$ cat src/rtl/axis_pixel_packer_pkg.sv
// Shared types for the greyscale-to-RGB888 AXI4-Stream pixel packer.
// Word layout, FSM states and the default shade width live here.
`ifndef COLOR_WIDTH
`define COLOR_WIDTH 8
`endif

package axis_pixel_packer_pkg;

    localparam int COLOR_WIDTH = `COLOR_WIDTH;

    typedef struct packed {
        logic [31:0] tdata;
        logic        tuser;
        logic        tlast;
    } word_t;

    localparam int WORD_BITS = $bits(word_t);

    typedef enum logic {
        RUN,
        FLUSH
    } state_t;

endpackage

$ cat src/rtl/axis_skid_fifo2.sv
// Generic 2-entry FIFO with a registered occupancy count.
// The head entry drives the outputs directly, so read data is always a flop output.
module axis_skid_fifo2 #(
    parameter int WIDTH = 8
) (
    input  logic             clk,
    input  logic             rst,
    input  logic             push,
    input  logic [WIDTH-1:0] push_data,
    input  logic             pop_ready,
    output logic [WIDTH-1:0] data,
    output logic             valid,
    output logic [1:0]       count
);

    logic [WIDTH-1:0] head;
    logic [WIDTH-1:0] tail;
    logic             pop;
    logic             do_push;

    assign pop     = (count != 2'd0) && pop_ready;
    assign do_push = push && ((count != 2'd2) || pop);

    // NOTE: the two storage entries are reset as well; tail is kept at zero whenever
    // fewer than two words are held, which guarantees data reads zero when empty.
    always_ff @(posedge clk) begin
        if (!rst) begin
            head  <= '0;
            tail  <= '0;
            count <= 2'd0;
        end else begin
            case ({do_push, pop})
                2'b10: begin
                    if (count == 2'd0) head <= push_data;
                    else               tail <= push_data;
                    count <= count + 2'd1;
                end
                2'b01: begin
                    head  <= tail;
                    tail  <= '0;
                    count <= count - 2'd1;
                end
                2'b11: begin
                    if (count == 2'd1) begin
                        head <= push_data;
                    end else begin
                        head <= tail;
                        tail <= push_data;
                    end
                end
                default: ;
            endcase
        end
    end

    assign data  = head;
    assign valid = (count != 2'd0);

endmodule

$ cat src/rtl/axis_pixel_packer.sv
// Expands greyscale shades to RGB888 and packs 4 pixels into 3 little-endian
// 32-bit AXI4-Stream words (tuser = start of frame, tlast = end of line).
module axis_pixel_packer #(
    parameter int COLOR_WIDTH = axis_pixel_packer_pkg::COLOR_WIDTH,
    parameter int DATA_WIDTH  = 32
) (
    input  logic                   clk,
    input  logic                   rst,
    input  logic [COLOR_WIDTH-1:0] s_shade,
    input  logic                   s_valid,
    input  logic                   s_sof,
    input  logic                   s_eol,
    output logic                   s_ready,
    output logic [DATA_WIDTH-1:0]  m_axis_tdata,
    output logic                   m_axis_tvalid,
    input  logic                   m_axis_tready,
    output logic                   m_axis_tuser,
    output logic                   m_axis_tlast,
    output logic                   sync_err
);

    import axis_pixel_packer_pkg::*;

    if (DATA_WIDTH != 32) begin : g_bad_width
        $error("axis_pixel_packer: DATA_WIDTH must be 32");
    end

    logic [7:0] grey;

    if (COLOR_WIDTH > 8) begin : g_trunc
        assign grey = s_shade[COLOR_WIDTH-1 -: 8];
    end else begin : g_replicate
        // Left-align the shade and keep repeating its MSBs into the vacated LSBs.
        always_comb begin
            for (int i = 0; i < 8; i++) begin
                grey[7-i] = s_shade[COLOR_WIDTH-1-(i % COLOR_WIDTH)];
            end
        end
    end

    state_t      state, state_n;
    logic [1:0]  fill, fill_n, fill_eff;
    logic [23:0] residual, residual_n, residual_eff;
    logic        pending_sof, pending_sof_n;
    logic        sync_err_n;
    logic        push;
    word_t       push_word;
    word_t       fifo_word;
    logic [1:0]  fifo_count;

    assign s_ready = (state == RUN) && (fifo_count != 2'd2);

    // NOTE: sequential state is updated with non-blocking assignments only, so every
    // flop samples the pre-edge values regardless of process ordering.
    always_ff @(posedge clk) begin
        if (!rst) begin
            state       <= RUN;
            fill        <= 2'd0;
            residual    <= '0;
            pending_sof <= 1'b0;
            sync_err    <= 1'b0;
        end else begin
            state       <= state_n;
            fill        <= fill_n;
            residual    <= residual_n;
            pending_sof <= pending_sof_n;
            sync_err    <= sync_err_n;
        end
    end

    // NOTE: every signal written here gets a default first, so no latch is inferred.
    always_comb begin
        state_n       = state;
        fill_n        = fill;
        residual_n    = residual;
        pending_sof_n = pending_sof;
        sync_err_n    = sync_err;
        fill_eff      = fill;
        residual_eff  = residual;
        push          = 1'b0;
        push_word     = '0;

        case (state)
            RUN: begin
                if (s_valid && s_ready) begin
                    // A new frame discards any half-built word from the old one.
                    if (s_sof) begin
                        fill_eff      = 2'd0;
                        residual_eff  = '0;
                        pending_sof_n = 1'b1;
                        if (fill != 2'd0) sync_err_n = 1'b1;
                    end

                    case (fill_eff)
                        2'd0: begin
                            residual_n = {grey, grey, grey};
                            fill_n     = 2'd3;
                        end
                        2'd3: begin
                            push            = 1'b1;
                            push_word.tdata = {grey, residual_eff};
                            residual_n      = {8'h00, grey, grey};
                            fill_n          = 2'd2;
                        end
                        2'd2: begin
                            push            = 1'b1;
                            push_word.tdata = {grey, grey, residual_eff[15:0]};
                            residual_n      = {16'h0000, grey};
                            fill_n          = 2'd1;
                        end
                        default: begin
                            push            = 1'b1;
                            push_word.tdata = {grey, grey, grey, residual_eff[7:0]};
                            residual_n      = '0;
                            fill_n          = 2'd0;
                        end
                    endcase

                    if (s_eol) begin
                        if (fill_n == 2'd0) push_word.tlast = 1'b1;
                        else                state_n         = FLUSH;
                    end

                    if (push) begin
                        push_word.tuser = pending_sof;
                        pending_sof_n   = 1'b0;
                    end
                end
            end

            FLUSH: begin
                if (fifo_count != 2'd2) begin
                    push            = 1'b1;
                    push_word.tdata = {8'h00, residual};
                    push_word.tuser = pending_sof;
                    push_word.tlast = 1'b1;
                    pending_sof_n   = 1'b0;
                    residual_n      = '0;
                    fill_n          = 2'd0;
                    state_n         = RUN;
                end
            end

            default: state_n = RUN;
        endcase
    end

    axis_skid_fifo2 #(
        .WIDTH(WORD_BITS)
    ) u_fifo (
        .clk      (clk),
        .rst      (rst),
        .push     (push),
        .push_data(push_word),
        .pop_ready(m_axis_tready),
        .data     (fifo_word),
        .valid    (m_axis_tvalid),
        .count    (fifo_count)
    );

    assign m_axis_tdata = fifo_word.tdata;
    assign m_axis_tuser = fifo_word.tuser;
    assign m_axis_tlast = fifo_word.tlast;

endmodule

$ cat config.mk
export PLATFORM = sky130hd
export DESIGN_NAME = axis_pixel_packer
export DESIGN_NICKNAME = d
export VERILOG_FILES = /design/src/rtl/axis_pixel_packer_pkg.sv /design/src/rtl/axis_skid_fifo2.sv /design/src/rtl/axis_pixel_packer.sv
export SDC_FILE = /design/constraint.sdc
export NUM_CORES = 1
export LEC_CHECK = 0
export BUFFER_PORTS_ARGS = -buffer_cell sky130_fd_sc_hd__buf_2
export CAP_MARGIN = 10
export CORE_MARGIN = 1.5
export CORE_UTILIZATION = 60
export CTS_BUF_LIST = sky130_fd_sc_hd__clkbuf_4 sky130_fd_sc_hd__clkbuf_8
export DETAILED_ROUTE_END_ITERATION = 8
export HOLD_SLACK_MARGIN = 0.03
export PLACE_DENSITY_LB_ADDON = 0.3
export SYNTH_ARGS = -nofsm -noshare
export SYNTH_HDL_FRONTEND = slang
export SYNTH_HIERARCHICAL = 1
export SYNTH_SLANG_ARGS = --single-unit
export TNS_END_PERCENT = 30
$ cat constraint.sdc
create_clock -name clk -period 3.63 [get_ports clk]
set_input_delay 0.726 -clock clk [delete_from_list [all_inputs] [get_ports clk]]
set_output_delay 0.726 -clock clk [all_outputs]
set_load 0.02 [all_outputs]
Word-level counts from Yosys, hierarchy flattened. Index checks and enable logic that the tools add are counted.

Register bits: 99. Input port bits: 14. Word-level logic and storage cells: 85.

$add $sub $neg: 2. Equal/unequal tests: 13. Muxes and demuxes: 44. Bitwise operators: 1. Reduce and logical (&&, ||, !) cells: 17.

Operators with widths (count): $pmux 34 s3 (2); $mux 34 (5); $pmux 32 s3 (1); $mux 24 (3); $pmux 24 s3 (1); $pmux 34 s2 (1); $pmux 24 s2 (1); $mux 26 (1); $mux 1 (16); $mux 2 (7); $eq 2x2->1 const B (4); $pmux 2 s2 (2); $logic_not 2->1 (3); $ne 2x1->1 const B (3); $ne 2x2->1 const B (3); $pmux 1 s2 (3); $pmux 2 s3 (1); $reduce_and 3->1 (2); $reduce_bool 2->1 (3); $eq 2x1->1 const B (2); $logic_and 1x1->1 (4); $reduce_and 2->1 (2); $reduce_and 4->1 (1); $ne 3x2->1 const B (1); 5 further kinds (5).

Longest topological paths before layout.
Depth in word-level cells: 16. Mapped depth: 11.

By module. The synthesis kept the hierarchy.

Modules (own cells, without submodules): axis_skid_fifo2 (instances 1, cells each 366, area each 3146.8 µm², seq. area each 1401.3 µm²); axis_pixel_packer (instances 1, cells each 193, area each 1645.3 µm², seq. area each 580.6 µm²).

Worst setup path after synthesis. Ideal clock, no wire load.

Kind: input to register. From: input port s_sof. To: register u_fifo.tail[11]. Arrival time: 2352 ps. Data required time: 3510 ps. Slack: 1159 ps. Stages: 11. Buffers on the path: 3. Path through: nand2b_1 ha_1 nand2b_1 a21oi_1 buf_6 nor3b_2 o21ai_4 buf_6 buf_6 nand3_2 o21ai_2.

Cells in the longest elaborated chain, start to end: 13.

Ends and longest elaborated chain: from (decl) (line axis_pixel_packer.sv:11) `input logic s_sof,`; $mux 2 * (line axis_pixel_packer.sv:87) `if (s_sof) begin`; $mux 2 * (line axis_pixel_packer.sv:85) `if (s_valid && s_ready) begin`; $mux 2 * (line axis_pixel_packer.sv:83) `case (state)`; $logic_not 2->1 * (line axis_pixel_packer.sv:94) `case (fill_eff)`; $mux 1 * (line axis_pixel_packer.sv:94); $mux 1 * (line axis_pixel_packer.sv:85); $mux 1 * (line axis_pixel_packer.sv:83); $mux 1 * (line axis_pixel_packer.sv:85); $pmux 1 s2 * (line axis_pixel_packer.sv:83); net push (line axis_pixel_packer.sv:46) `logic push;`; $logic_and 1x1->1 * (line axis_skid_fifo2.sv:22) `assign do_push = push && ((count != 2'd2) || pop);`; $eq 2x2->1 or $eq 2x1->1 (tied branches) (line axis_skid_fifo2.sv:32) `case ({do_push, pop})`; $ne 2x2->1 (no source line) or $reduce_bool 3->1 (tied branches); $reduce_and 3->1 (no source line); to (signal assigned) (line axis_skid_fifo2.sv:35) `else tail <= push_data;`; to (signal assigned) (line axis_skid_fifo2.sv:48) `tail <= push_data;`; to (decl) (line axis_skid_fifo2.sv:17) `logic [WIDTH-1:0] tail;`.

The timed path passes the listed nets; every way through them passes the cells marked *. The select of a mux whose other input is x is not followed. A chain may end at the register's enable or synchronous reset.

Worst setup path in the final report.
From: input port s_sof. To: register u_fifo.tail[6].

The elaborated chain is that of the path after synthesis.

==> results.tsv <==
stage	metric	value	unit
outcome	status	completed	
clock_network	TritonCTS Sinks	99	
timing	minimum clock period	2.76	ns
global_routing	largest net degree at the start of global routing	69	
clock_network	latest clock arrival within the worst-skew pair	0.36	ns
timing	Tightest Pin Transition	0.785	ns
synth	Yosys reg bits	99	
timing	Final period util	75.9	%
synth	Post-Synth XOR/XNOR Area	0.183	%
timing	fin. max-slew vios	0	
synth	Synth area leader	dfxtp_1	
synth	post-synthesis adder-cell area fraction	1.83	%
placed_design	Placer Congestion	0.908	
synth	Mapped Nets	580	
route	WL/cell	16.1	um
route	via count	4201	
clock_network	total number of H-tree levels	3	
critical_path	Slowest-stage cell, CP	a21oi_1	
synth	number of synthesized flops with an enable pin	0	
timing	Fin Setup TNS	0	ns
timing	Final Hold Violating Endpoints	0	
floorplanning	die area	8530	um^2
synth	synth top area cells	dfxtp_1 41%, nand2_1 8.7%, o21ai_1 5.4%	
critical_path	cell count along the critical path	11	
critical_path	worst endpoint required time	3.91	ns
cells_and_area	Fill cells	631	
critical_path	worst path arrival time	3.03	ns
clock_network	clock-pin slew on the worst setup and hold paths	0.10	ns
timing	clock skew	0.0132	ns
synth	Synth Instances	559	
critical_path	worst path bufs/invs	3	
timing	RSZ-0062 raised after global routing	no	
critical_path	crit path capture type	flop	
global_routing	gr usage total	27.2	%
placed_design	dpl cell area	5040	um^2
floorplanning	Core Area	7730	um^2
cells_and_area	area occupied by multi-input gates	2500	um^2
clock_network	Num CTS Buffers	9	
placed_design	Post-DP HPWL	7200	um
timing	max_slew headroom	47.3	%
pwr	PwrDens	759	nW/um^2
global_routing	vias in the first global route	3717	
timing	# setup viols final	0	
floorplanning	width of the die	92.4	um
synth	Mean Syn Cell Area	8.57	um^2
critical_path	Cell Chain, Critical Path	buf_2 -> nand2b_1 -> ha_1 -> nand2b_1 -> a21oi_1 -> buf_4 -> nor3b_2 -> nor2_4 -> buf_4 -> nand2_1 -> o21ai_0	
cells_and_area	Seq. cell area	1980	um^2
clock_network	hold_buf cts	0	
route	DR iter-0 viols	396	
cells_and_area	layout cell share with drive strength beyond 1	22.1	%
floorplanning	row count	32	
synth	post-synthesis mux area share	0.209	%
critical_path	CP max FO	34	
clock_network	Root Driver	clkbuf_8	
critical_path	Worst path max stage delay	0.48	ns
synth	main combinational cell family by area after synthesis	compound AO/OA/AOI/OAI gates	
synth	Seq/Total Area, Yosys	41.4	%
critical_path	Startpoint Class	input pin	
cells_and_area	Area Growth Syn to Fin	9.27	%
route	DRC errors left	0	
synth	Synth Area in Compound Gates	26.5	%
cells_and_area	Design Area, Final	5240	um^2
critical_path	Reg2Reg Depth	10	
floorplanning	starting density of the core	62.0	%
placed_design	IO buf count	50	
synth	Cell Area, Synth	4790	um^2
route	Routed Antenna Nets	0	
synth	FFs w/ async S/R, synth	0	%
synth	Synth Area in Simple Gates	23.4	%
clock_network	CTS tree	done	
flow_run	Max-Cap Viols	0	
timing	Fmax achieved	0.363	GHz
synth	most common flop cell mapped by yosys	dfxtp_1	
clock_network	Setup Fix Bufs, Post-CTS	0	
route	final WL	11200	um
clock_network	post-cts sizing count	0	
min_path	worst min-delay path class	flop to flop	
route	drt pass-1 iters	5	
min_path	hold-critical path depth	2	
synth	Yosys cell types	50	
synth	yosys warns	6	
global_routing	initial antenna violation count	0	
global_routing	GRT overflow	0	
cells_and_area	nets	610	
global_routing	first-pass GRT wire length	18400	um
floorplanning	IO Pins	51	
critical_path	family with the most delay on the worst path	buffers and inverters	
critical_path	crit path kind	input pin to flop	
cells_and_area	final core occ	67.8	%
synth	share of the synthesized area in the top cell type	41.4	%
floorplanning	Chip Height	92.4	um
pwr	Static Leakage	0.00183	uW
route	Vias per Instance	6.04	
pwr	VDD IR max	0.775	mV
clock_network	CTS max path bufs	2	
-- layer usage --
layer	GRT usage (%)	wire, um
met1	38.6	5190
met3	3.28	642
met4	11.8	292
met2	41.7	5050
met5	0	0
-- path summary, 6_finish.rpt --
check / start / end / slack, ns
max: s_sof / u_fifo/tail[6]$_SDFFE_PN0P_ / 0.87
min: u_fifo/tail[10]$_SDFFE_PN0P_ / u_fifo/tail[10]$_SDFFE_PN0P_ / 0.46
max reg2reg: fill[0]$_SDFFE_PN0P_ / u_fifo/tail[6]$_SDFFE_PN0P_ / 1.08
min reg2reg: u_fifo/tail[10]$_SDFFE_PN0P_ / u_fifo/tail[10]$_SDFFE_PN0P_ / 0.46
-- layout make-up --
class,instances,area share [%]
Multi-Input combinational cell,400,47.7
Sequential cell,99,37.8
Timing Repair Buffer,63,7.12
Clock buffer,10,2.51
Tap cell,102,2.44
Clock inverter,5,1.15
Inverter,16,1.15
Antenna cell,1,0.0478
-- metrics by stage --
| stage | power [uW] | setup WS, ns | hold slack [ns] | instances |
|---|---|---|---|---|
| finish | 3970 | 0.875 | 0.461 | 696 |
| global route | 4210 | 0.682 | 0.480 | 695 |
| CTS | 3980 | 0.968 | 0.462 | 695 |
| detailed placement | 3280 | 0.598 | 0.449 | 680 |
| global placement | 3240 | 0.688 | 0.443 | 680 |
| floorplan | 2870 | 1.16 | 0.437 | 559 |
-- state kept, by name, summed over array words and instances, names as in the netlist --
name          count
fill              2
pending_sof       1
u_fifo/data      34
state             1
sync_err          1
residual         24
u_fifo/tail      34
u_fifo/count      2
-- layout by cell type (no fill, tap or decap), types with 2 or more instances in the layout --
cell      netlist  layout
buf_2          19      50
dfxtp_1        99      99
a31oi_1        16      16
nand3_1        32      32
nand2b_1        5       5
and2_1          9       9
o21ai_1        52      52
nand4_1        15      15
nor2b_1         6       6
nor2_1          9       9
a211oi_1        2       2
nor3b_2         2       2
nand2_1       111     111
o32ai_1         2       2
o211ai_1        8       8
a22o_1         23      23
buf_4           2      11
inv_1          16      16
nand3_2        10      10
buf_12          0       2
a21boi_0        8       8
ha_1            7       7
o21ai_2        10      10
inv_6           0       2
o21ai_0        15      15
clkbuf_8        0       9
nor3_1          7       7
a21oi_1        11      11
a31oi_2        20      20
-- worst min-delay path, cell delays in order, from the launching register on --
cell and delay (ns):
dfxtp_1 0.32, nand3_1 0.06, o21ai_1 0.05
-- report_power, final --
group | switching, uW | internal, uW | total, uW
clock | 382 | 327 | 709
sequential | 148 | 1340 | 1490
combinational | 1200 | 574 | 1780
-- cells in the mapped netlist (all sizes together), types with 2 or more instances --
library cell and count:
inv 16, a211oi 2, buf 31, o21ai 78, a22o 23, dfxtp 99
nand3 42, nor3 8, clkbuf 13, o211ai 8, nor3b 2, nand4 15
nand2 111, nand2b 6, nor2 10, a21boi 9, nor2b 7, a31oi 36
ha 7, o32ai 2, a21oi 12, and2 9
-- cells by family (layout without fill, tap and decap cells) --
logic type	Yosys count	after routing
flops	99	99
other cells	0	1
simple gates	216	216
compound gates	175	175
fa+ha+maj	7	7
buf+inv	60	94
xor+xnor	1	1
mux	1	1
Power figures use the tool's default switching activity.
